### config.mk
export PLATFORM = sky130hd
export DESIGN_NAME = coherence_bus_ctrl
export DESIGN_NICKNAME = d
export VERILOG_FILES = /design/src/rtl/coherence_bus_ctrl.sv
export SDC_FILE = /design/constraint.sdc
export NUM_CORES = 1
export LEC_CHECK = 0
export BUFFER_PORTS_ARGS = -buffer_cell sky130_fd_sc_hd__buf_2
export CAP_MARGIN = 20
export CORE_AREA = 2 2 144 146
export CTS_BUF_LIST = sky130_fd_sc_hd__clkbuf_16
export DETAILED_ROUTE_END_ITERATION = 6
export DIE_AREA = 0 0 146 148
export PLACE_DENSITY = 0.6
export SLEW_MARGIN = 10
export SYNTH_ARGS = -nofsm -noshare
export SYNTH_HDL_FRONTEND = slang
export SYNTH_SLANG_ARGS = --single-unit
### constraint.sdc
create_clock -name CLK -period 4.8 [get_ports CLK]
set_input_delay 0.48 -clock CLK [delete_from_list [all_inputs] [get_ports CLK]]
set_output_delay 0.48 -clock CLK [all_outputs]
set_load 0.05 [all_outputs]
### src/rtl/coherence_bus_ctrl.sv
// Two-cache MSI coherence bus controller: arbitrates both data caches onto one
// RAM port, snoops the peer on misses/upgrades and forwards dirty blocks cache-to-cache.
module coherence_bus_ctrl #(
  parameter int WORD_W = 32
) (
  input  logic              CLK,
  input  logic              RST,
  input  logic [1:0]        dREN,
  input  logic [1:0]        dWEN,
  input  logic [WORD_W-1:0] daddr0,
  input  logic [WORD_W-1:0] daddr1,
  input  logic [WORD_W-1:0] dstore0,
  input  logic [WORD_W-1:0] dstore1,
  input  logic [1:0]        cctrans,
  input  logic [1:0]        ccwrite,
  output logic [1:0]        dwait,
  output logic [WORD_W-1:0] dload0,
  output logic [WORD_W-1:0] dload1,
  output logic [1:0]        ccwait,
  output logic [1:0]        ccinv,
  output logic [WORD_W-1:0] ccsnoopaddr0,
  output logic [WORD_W-1:0] ccsnoopaddr1,
  output logic              ramREN,
  output logic              ramWEN,
  output logic [WORD_W-1:0] ramaddr,
  output logic [WORD_W-1:0] ramstore,
  input  logic [WORD_W-1:0] ramload,
  input  logic              ramwait
);

  typedef enum logic [2:0] {
    IDLE, ARB, WB, SNOOP, C2C0, C2C1, RAMRD0, RAMRD1
  } state_t;

  localparam logic [WORD_W-1:0] ZERO_W = {WORD_W{1'b0}};

  state_t            state_q;
  logic              gnt_q;
  logic              last_q;
  logic              inv_q;
  logic              upg_q;
  logic [WORD_W-1:0] blk_q;

  logic [1:0]        req_s;
  logic              grant_d;
  logic              rsp_s;
  logic [WORD_W-1:0] req_addr_s;
  logic [WORD_W-1:0] req_store_s;
  logic [WORD_W-1:0] rsp_store_s;
  logic [WORD_W-1:0] word_addr_s;
  logic [WORD_W-1:0] rd_data_s;
  logic              done_req_s;
  logic              done_rsp_s;
  logic              ccw_s;

  // An upgrade is cctrans&ccwrite without a strobe; OR-ing it in is equivalent.
  assign req_s       = dREN | dWEN | (cctrans & ccwrite);
  assign rsp_s       = ~gnt_q;
  assign req_addr_s  = gnt_q ? daddr1  : daddr0;
  assign req_store_s = gnt_q ? dstore1 : dstore0;
  assign rsp_store_s = gnt_q ? dstore0 : dstore1;
  assign word_addr_s = ((state_q == C2C1) || (state_q == RAMRD1))
                       ? {blk_q[WORD_W-1:3], 3'b100} : blk_q;

  // Round-robin pick: on a tie the cache that was not served last wins.
  always_comb begin
    if (req_s == 2'b11) begin
      grant_d = ~last_q;
    end else if (req_s[0]) begin
      grant_d = 1'b0;
    end else begin
      grant_d = 1'b1;
    end
  end

  // Transaction FSM with latched requester, block address and request type.
  always_ff @(posedge CLK or posedge RST) begin
    if (RST) begin
      state_q <= IDLE;
      gnt_q   <= 1'b0;
      last_q  <= 1'b1;
      inv_q   <= 1'b0;
      upg_q   <= 1'b0;
      blk_q   <= ZERO_W;
    end else begin
      case (state_q)
        IDLE: begin
          if (|req_s) begin
            gnt_q   <= grant_d;
            state_q <= ARB;
          end
        end
        ARB: begin
          blk_q <= {req_addr_s[WORD_W-1:3], 3'b000};
          inv_q <= ccwrite[gnt_q];
          upg_q <= 1'b0;
          if (dWEN[gnt_q]) begin
            state_q <= WB;
          end else if (dREN[gnt_q]) begin
            state_q <= cctrans[gnt_q] ? SNOOP : RAMRD0;
          end else if (cctrans[gnt_q] && ccwrite[gnt_q]) begin
            state_q <= SNOOP;
            upg_q   <= 1'b1;
          end else begin
            state_q <= IDLE;
          end
        end
        WB: begin
          if (!dWEN[gnt_q]) begin
            state_q <= IDLE;
            last_q  <= gnt_q;
          end
        end
        SNOOP: begin
          if (cctrans[rsp_s]) begin
            if (upg_q) begin
              state_q <= IDLE;
              last_q  <= gnt_q;
            end else if (ccwrite[rsp_s]) begin
              state_q <= C2C0;
            end else begin
              state_q <= RAMRD0;
            end
          end
        end
        C2C0: begin
          if (!ramwait) state_q <= C2C1;
        end
        C2C1: begin
          if (!ramwait) begin
            state_q <= IDLE;
            last_q  <= gnt_q;
          end
        end
        RAMRD0: begin
          // A requester that dropped its strobe still gets the word in flight.
          if (!ramwait) begin
            if (dREN[gnt_q]) begin
              state_q <= RAMRD1;
            end else begin
              state_q <= IDLE;
              last_q  <= gnt_q;
            end
          end
        end
        RAMRD1: begin
          if (!ramwait) begin
            state_q <= IDLE;
            last_q  <= gnt_q;
          end
        end
        default: state_q <= IDLE;
      endcase
    end
  end

  // RAM port and completion decode; completion must track ramwait in the same cycle.
  always_comb begin
    ramREN     = 1'b0;
    ramWEN     = 1'b0;
    ramaddr    = ZERO_W;
    ramstore   = ZERO_W;
    rd_data_s  = ZERO_W;
    done_req_s = 1'b0;
    done_rsp_s = 1'b0;
    ccw_s      = 1'b0;
    case (state_q)
      WB: begin
        if (dWEN[gnt_q]) begin
          ramWEN     = 1'b1;
          ramaddr    = req_addr_s;
          ramstore   = req_store_s;
          done_req_s = ~ramwait;
        end else begin
          ramWEN     = 1'b0;
        end
      end
      SNOOP: begin
        ccw_s      = 1'b1;
        done_req_s = upg_q & cctrans[rsp_s];
      end
      C2C0, C2C1: begin
        ccw_s      = 1'b1;
        ramWEN     = 1'b1;
        ramaddr    = word_addr_s;
        ramstore   = rsp_store_s;
        rd_data_s  = rsp_store_s;
        done_req_s = ~ramwait;
        done_rsp_s = ~ramwait;
      end
      RAMRD0, RAMRD1: begin
        ramREN     = 1'b1;
        ramaddr    = word_addr_s;
        rd_data_s  = ramload;
        done_req_s = ~ramwait;
      end
      default: ccw_s = 1'b0;
    endcase
  end

  // Steer per-role signals onto the requester / responder cache ports.
  always_comb begin
    dwait        = 2'b11;
    ccwait       = 2'b00;
    ccinv        = 2'b00;
    dload0       = ZERO_W;
    dload1       = ZERO_W;
    ccsnoopaddr0 = ZERO_W;
    ccsnoopaddr1 = ZERO_W;
    dwait[gnt_q]  = ~done_req_s;
    dwait[rsp_s]  = ~done_rsp_s;
    ccwait[rsp_s] = ccw_s;
    ccinv[rsp_s]  = ccw_s & inv_q;
    if (gnt_q) begin
      dload1       = rd_data_s;
      ccsnoopaddr0 = ccw_s ? blk_q : ZERO_W;
    end else begin
      dload0       = rd_data_s;
      ccsnoopaddr1 = ccw_s ? blk_q : ZERO_W;
    end
  end

endmodule

==> results summary, run 1 <==
The congestion estimate from routability-driven global placement came to 0.825. The classification of the worst setup path is reg -> out. The sum of net half-perimeters after detailed placement is 15200 um. In this run the top signal layer used is met4. A synthesized cell averages 6.78 sq um.

The least setup slack across all paths after layout is 1280 ps. Measured on the finished design, the core utilization comes to 0.327. The worst hold path belongs to the class in -> async. The detailed-routing iteration count for the pre-antenna-repair pass came out at 5. The run finished with clean final reports. The max-slew violation total from the final report was 0. After layout, the minimum clock period comes to 3520 ps. The cell sitting at the root of the clock tree is a clkbuf_16. The clock latency at the later pin of the worst-skew pair came out at 280 ps. On the worst path, the slowest cell contributes a delay of 890 ps. The reported leakage power is 3.42 nW. The power per cell area came out at 743 nW/um^2. The number of cells upsized or downsized after cts is 0. After clock tree synthesis, the setup repair step added 0 buffers. The core area is 20000 sq um. The distinct cell type count of the synthesized netlist is 36. Summed over all nets, wire length on met2 after detailed routing comes to 9940 um. The total number of H-tree levels is 2. The die extent in y came out at 148 um.

The floorplan step set the die width to 146 um. The total wire length came out at 19500 um. STA classifies the critical path endpoint as an output port. The worst register-to-register path begins at gnt_q$_DFFE_PP0P_. The maximum clock path buffer count is 2. The pin count of the biggest net entering global routing is 90. The accumulated negative setup slack came out at 0 ps. The number of storage elements in the synthesis netlist is 36.

TritonCTS built the clock tree. The number of global-route vias before repair came out at 5535. Among all stages on the critical path, the largest delay is contributed by dfrtp_4.

Across every metal layer, demand over resource in global routing totals 0.171. Compared with the post-synthesis result, the final layout area differs by 48.4%. The most frequent standard cell in the layout excluding fill and tap cells is buf_2. The count of antenna diodes in the layout came out at 0. The cell area that synthesis handed to floorplanning was 4410 sq um. On the final layout, the worst clock skew is 4.48 ps. The count of warnings emitted by yosys came out at 0. The post-detailed-route wirelength per cell is 15.8 um. The origin of the worst setup path is gnt_q$_DFFE_PP0P_. The fill cell total of the finished layout is 2204. The worst hold margin came out at 296 ps. The final number of hold-violating endpoints is 0. The number of buffer and inverter stages on the critical path is 2. In the layout the commonest cells are buf_2, a21oi_1, nand2_1.

In this run, CTS created clock tree buffers numbering 5. The number of endpoints failing setup at the final stage came out at 0. The maximum resistive drop on vdd came out at 0.367 mV.

The maximum clock frequency came out at 284 MHz. The worst pin sits at a relative slew slack of 0.419. Summed over all layers, the global routing overflow is 0.

The number of nets still failing antenna checks after routing is 0. The standard-cell row count came out at 52. The hold buffer count at CTS is 0. The largest driver fanout on the critical path came out at 64. Setup repair after global routing left no endpoint under its margin.

The critical path goes through mux2i_1 > nor4b_2 > buf_4 > a22oi_1 > a21oi_1 > buf_2. The first global-routing pass estimated 29900 um of wire. The total DRC errors in the routed layout came out at 0. The first routing iteration left 185 violations. In the finished design, the share of the clock period the worst path needs comes to 0.734. The number of I/O pins is 371. The number of antenna violations at the first check in global routing is 0. Buffers placed on the I/O ports in this run total 364. The routed length on met3 came out at 1260 um.

The initial core utilization is 0.220. Clock-pin slew was measured on the worst setup and hold paths at 60 ps. The worst setup slack before clock tree synthesis came out at 1490 ps. Of the cells placed in the final design, the portion with a size suffix greater than 1 is 0.409.

The critical path arrival is 3040 ps. STA classifies the critical path startpoint as a register. The worst endpoint required time is 4320 ps.

The worst-margin pin slew is 872 ps. The count of maximum capacitance violations is 0. The cell family contributing the most delay on the critical path is flip-flops. The sequential fraction of the synthesis area is 0.204. The final-stage net count came out at 1136. The detailed router put a total of 7860 um of wire on met1.

The floorplan step defined a die boundary enclosing 21600 sq um. The synthesized netlist cell count came out at 651. The detail-routed via count per cell came out at 4.86.

Detailed routing inserted a total of 6013 vias. The total number of clock tree sinks came out at 36.
## stage by stage
stage	total power, mW	std cells	instance area (sq um)
CTS	4.93	1236	6550
global route	5.20	1236	6550
global placement	4.54	1226	6380
detailed placement	4.59	1228	6400
finish	4.87	1236	6550
floorplan	3.65	656	4430
## cells in the mapped netlist, drive strengths merged
library cell / count / area [sq um]
mux2i: 35 / 350
dfrtp: 35 / 876
o32a: 1 / 10.0
a2111oi: 2 / 17.5
nor4: 2 / 12.5
nor2: 39 / 146
and2: 62 / 388
o41ai: 2 / 17.5
o21a: 2 / 15.0
nand2: 71 / 267
a41o: 1 / 10.0
mux2: 3 / 37.5
nor2b: 2 / 12.5
a21boi: 1 / 7.51
a41oi: 2 / 17.5
nand2b: 68 / 425
a21oi: 132 / 661
clkbuf: 53 / 199
a211oi: 1 / 7.51
a221oi: 32 / 280
dfstp: 1 / 26.3
conb: 1 / 3.75
o31ai: 2 / 15.0
or4b: 1 / 10.0
nor3: 4 / 20.0
nand3: 1 / 5.00
nor4b: 1 / 8.76
a22oi: 32 / 240
o211ai: 1 / 12.5
buf: 20 / 114
inv: 3 / 11.3
o21ai: 38 / 190
## power breakdown
group / internal, mW / switching (mW) / leakage [nW] / total (mW)
combinational: 1.00 / 2.80 / 2.95 / 3.80
clock: 0.191 / 0.128 / 0.0736 / 0.320
sequential: 0.457 / 0.297 / 0.396 / 0.754
## state kept, by name (all words and copies together) (netlist names)
name and flops:
blk_q 29, gnt_q 1, inv_q 1, last_q 1, state_q 3, upg_q 1
## cells by family (layout without fill, tap and decap cells)
group,count (synthesis),in the layout,synth area share
compound gates,249,249,0.340
buf+inv,76,386,0.0734
flops,36,36,0.204
mux,38,38,0.0879
other cells,1,6,0.000850
simple gates,251,251,0.293
## path summary, 6_finish.rpt
| kind | end | slack [ps] | cells after the start |
|---|---|---|---|
| hold / removal | blk_q[27]$_DFFE_PP0P_ | 300 | 3 |
| min in group CLK | blk_q[5]$_DFFE_PP0P_ | 520 | 3 |
| setup reg to reg | last_q$_DFFE_PP1P_ | 1840 | 5 |
| max in group asynchronous | gnt_q$_DFFE_PP0P_ | 4130 | 3 |
| setup / recovery | ramstore[19] | 1280 | 6 |
| hold reg to reg | blk_q[26]$_DFFE_PP0P_ | 570 | 2 |
## tightest hold or removal path, stage by stage
cell and delay, ps:
buf_2 90, inv_1 40, buf_4 400
## per-layer routing
metal	up-vias	global-route usage
met5	-	0
met4	0	0.0476
met3	19	0.0253
met2	271	0.321
met1	2788	0.202
li1	2935	-
## area by class of cell
type,count,area [sq um],area share
Clock inverter,3,18.8,0.00287
Multi-Input combinational cell,544,3240,0.494
Sequential cell,36,908,0.139
Clock buffer,5,125,0.0191
Timing Repair Buffer,375,1910,0.292
Tap cell,270,338,0.0516
Inverter,3,11.3,0.00172
Note: power is estimated with default switching activity, not from simulation.
==> inputs of run 2 (changes only) <==
--- a/config.mk
+++ b/config.mk
@@ -7,11 +7,11 @@
 export LEC_CHECK = 0
 export BUFFER_PORTS_ARGS = -buffer_cell sky130_fd_sc_hd__buf_2
 export CAP_MARGIN = 20
-export CORE_AREA = 2 2 144 146
+export CORE_AREA = 2 2 145 147
 export CTS_BUF_LIST = sky130_fd_sc_hd__clkbuf_16
 export DETAILED_ROUTE_END_ITERATION = 6
-export DIE_AREA = 0 0 146 148
-export PLACE_DENSITY = 0.6
+export DIE_AREA = 0 0 147 149
+export PLACE_DENSITY = 0.59
 export SLEW_MARGIN = 10
 export SYNTH_ARGS = -nofsm -noshare
 export SYNTH_HDL_FRONTEND = slang
==> constraint.sdc (replaced) <==
create_clock -name CLK -period 3.3 [get_ports CLK]
set_input_delay 0.33 -clock CLK [delete_from_list [all_inputs] [get_ports CLK]]
set_output_delay 0.33 -clock CLK [all_outputs]
set_load 0.05 [all_outputs]
==> run 2 against run 1 <==
  * Non-clock buffer count up 8
  * Cell area up 4.7%
  * Flip-flop and latch count unchanged
  * Largest cell class unchanged
  * Via count about the same
  * Clock power up 43%
  * Sequential share of layout area down 0.62 points
==> results summary, run 2 (synthesized netlist as in run 1, its figures left out) <==
The number of global-route vias before repair came out at 5373. The critical path ends at ramstore[22]. The worst-case clock skew is 9.92 ps. The max-slew violation total from the final report is 0. Dividing total power by cell area gives a power density of 1080 nW/um^2.

By startpoint and endpoint, the worst setup path is classified as reg -> out. The x dimension of the die came out at 147 um. The worst-margin pin slew came out at 751 ps. The accumulated negative setup slack came out at 0 ps. The post-detailed-route wirelength per cell came out at 15.7 um. The hold buffer count at CTS came out at 0.

The critical path arrival is 2580 ps. Setup repair after global routing left no endpoint under its margin. The switching part of the total is 0.639. In the layout the commonest cells are buf_2, a21oi_1, nand2_1. The power share of the combinational group came out at 0.812. The total wire length came out at 19700 um. The worst pin sits at a relative slew slack of 0.499.

The register with the most flip-flops is blk_q. The number of buffers created by CTS came out at 5. The detail-routed via count per cell is 4.80. The core area is 20600 sq um. In this run the remaining antenna-violating nets after routing total 0. In this run the power spent charging and discharging nets is 4.72 mW. The origin of the worst setup path is state_q[2]$_DFFE_PP0P_. For the finished layout, the period the worst path requires is 2910 ps. The total number of H-tree levels came out at 2. The sum of net half-perimeters after detailed placement is 15700 um. The worst setup slack for register-to-register paths came out at 900 ps. TritonCTS built the clock tree. The die extent in y came out at 149 um. STA classifies the critical path startpoint as a register.

The worst setup path is captured at an output port. Post-CTS timing repair inserted 0 buffers for setup. The clock latency at the later pin of the worst-skew pair came out at 280 ps. The pin count of the biggest net entering global routing came out at 119. The least setup slack across all paths after layout is 390 ps. The clock network power share came out at 0.062.

The worst endpoint required time came out at 2970 ps. The number of antenna violations at the first check in global routing is 2. Of the cells placed in the final design, the portion with a size suffix greater than 1 is 0.412.

The maximum clock path buffer count came out at 2. Summed over all layers, the global routing overflow is 0. The register with the most flip-flops in the layout has 29 of them. CTS saw 36 sinks. The run finished with clean final reports.

At the end of routability-driven placement, the weighted congestion stood at 0.832. 371 I/O pins were placed. The final-stage net count is 1144.

Based on the critical path, the design can be clocked at up to 344 MHz. The wire length of the first global-routing pass came out at 29700 um. IR analysis of the VDD net gives a maximum drop of 0.519 mV. The worst hold path belongs to the class in -> async.

The clock slew seen by the registers of the worst setup and hold paths came out at 60 ps. The standard-cell row count is 53. Before antenna repair, the detailed router went through 5 iterations. The worst hold margin is 169 ps. Before CTS, the worst setup slack after placement is 691 ps. The number of endpoints failing setup at the final stage is 0. The part of the power in registers is 0.127. Leaving out fill and tap cells, the most frequent cell in the layout is buf_2. The number of DRC violations after detailed-routing iteration 0 came out at 300. In this run the critical register-to-register path is captured at last_q$_DFFE_PP1P_. The largest registers in the layout are blk_q: 29 flops, state_q: 3 flops. The number of cells upsized or downsized after cts came out at 0.

CTS placed an instance of clkbuf_16 at the clock tree root. The total via count in the routed design came out at 6011. The total routing resource utilization after global routing came out at 0.169. The depth of the worst register-to-register path came out at 6. Internal power comes to 2.67 mW. The reg-to-reg critical path startpoint is gnt_q$_DFFE_PP0P_.

The final number of hold-violating endpoints came to 0. After detailed routing, the number of remaining DRC violations is 0. The initial core utilization is 0.215. The fill cell total of the finished layout came out at 2212. During placement, the flow inserted port buffers numbering 364. The count of maximum capacitance violations is 0.

The largest driver fanout on the critical path is 20. Relative to the synthesized area, the layout overhead comes to 55.3%. The reported leakage power is 3.52 nW. The part of the cycle the worst path needs came out at 0.882. The die area is 21900 sq um.
==> run 2: area by class of cell <==
class | instances | area [sq um] | share of cell area
Clock buffer | 5 | 125 | 0.0182
Inverter | 3 | 11.3 | 0.00164
Tap cell | 275 | 344 | 0.0502
Sequential cell | 36 | 908 | 0.132
Timing Repair Buffer | 383 | 2210 | 0.323
Antenna cell | 2 | 5.00 | 0.000730
Multi-Input combinational cell | 544 | 3240 | 0.472
Clock inverter | 3 | 15.0 | 0.00219
==> run 2: power groups by stage <==
stage | Clock, mW | Combinational (mW) | Sequential [mW]
after floorplan | 0 | 4.52 | 0.790
after global placement | 0 | 6.01 | 0.937
after detailed placement | 0 | 6.04 | 0.946
after CTS | 0.467 | 6.06 | 0.942
after global routing | 0.487 | 6.40 | 0.976
final | 0.457 | 6.00 | 0.937
==> run 2: critical path: stages, from the launching register on <==
cell     delay, ps
dfrtp_2        530
buf_4          250
nor4b_2        440
buf_4          320
a22oi_1        120
a21oi_1        430
buf_12         200
==> run 2: how the worst min path moves through the flow <==
stage,to,startpoint,slack (ps),depth (start not counted)
2_1_floorplan,blk_q[10]$_DFFE_PP0P_,RST,500,1
3_3_place_gp,blk_q[11]$_DFFE_PP0P_,RST,500,2
3_5_place_dp,blk_q[11]$_DFFE_PP0P_,RST,500,2
4_1_cts,inv_q$_DFFE_PP0P_,RST,200,2
5_1_grt,inv_q$_DFFE_PP0P_,RST,240,2
6_report,blk_q[11]$_DFFE_PP0P_,RST,170,2
==> run 2: metal layers <==
metal  wire [um]  global-route usage  vias up
li1            -                   -     2954
met1        7900               0.207     2753
met2       10000               0.305      290
met3        1480              0.0287       14
met4         272              0.0457        0
met5           0                   0        -
==> run 2: per-stage QoR <==
step           area (sq um)  std cells  power [mW]  utilization
2_1_floorplan          4430        656        5.31            -
3_3_place_gp           6710       1241        6.95        0.326
3_5_place_dp           6710       1241        6.99        0.326
4_1_cts                6850       1249        7.47        0.333
5_1_grt                6860       1251        7.86        0.334
6_report               6860       1251        7.39        0.334
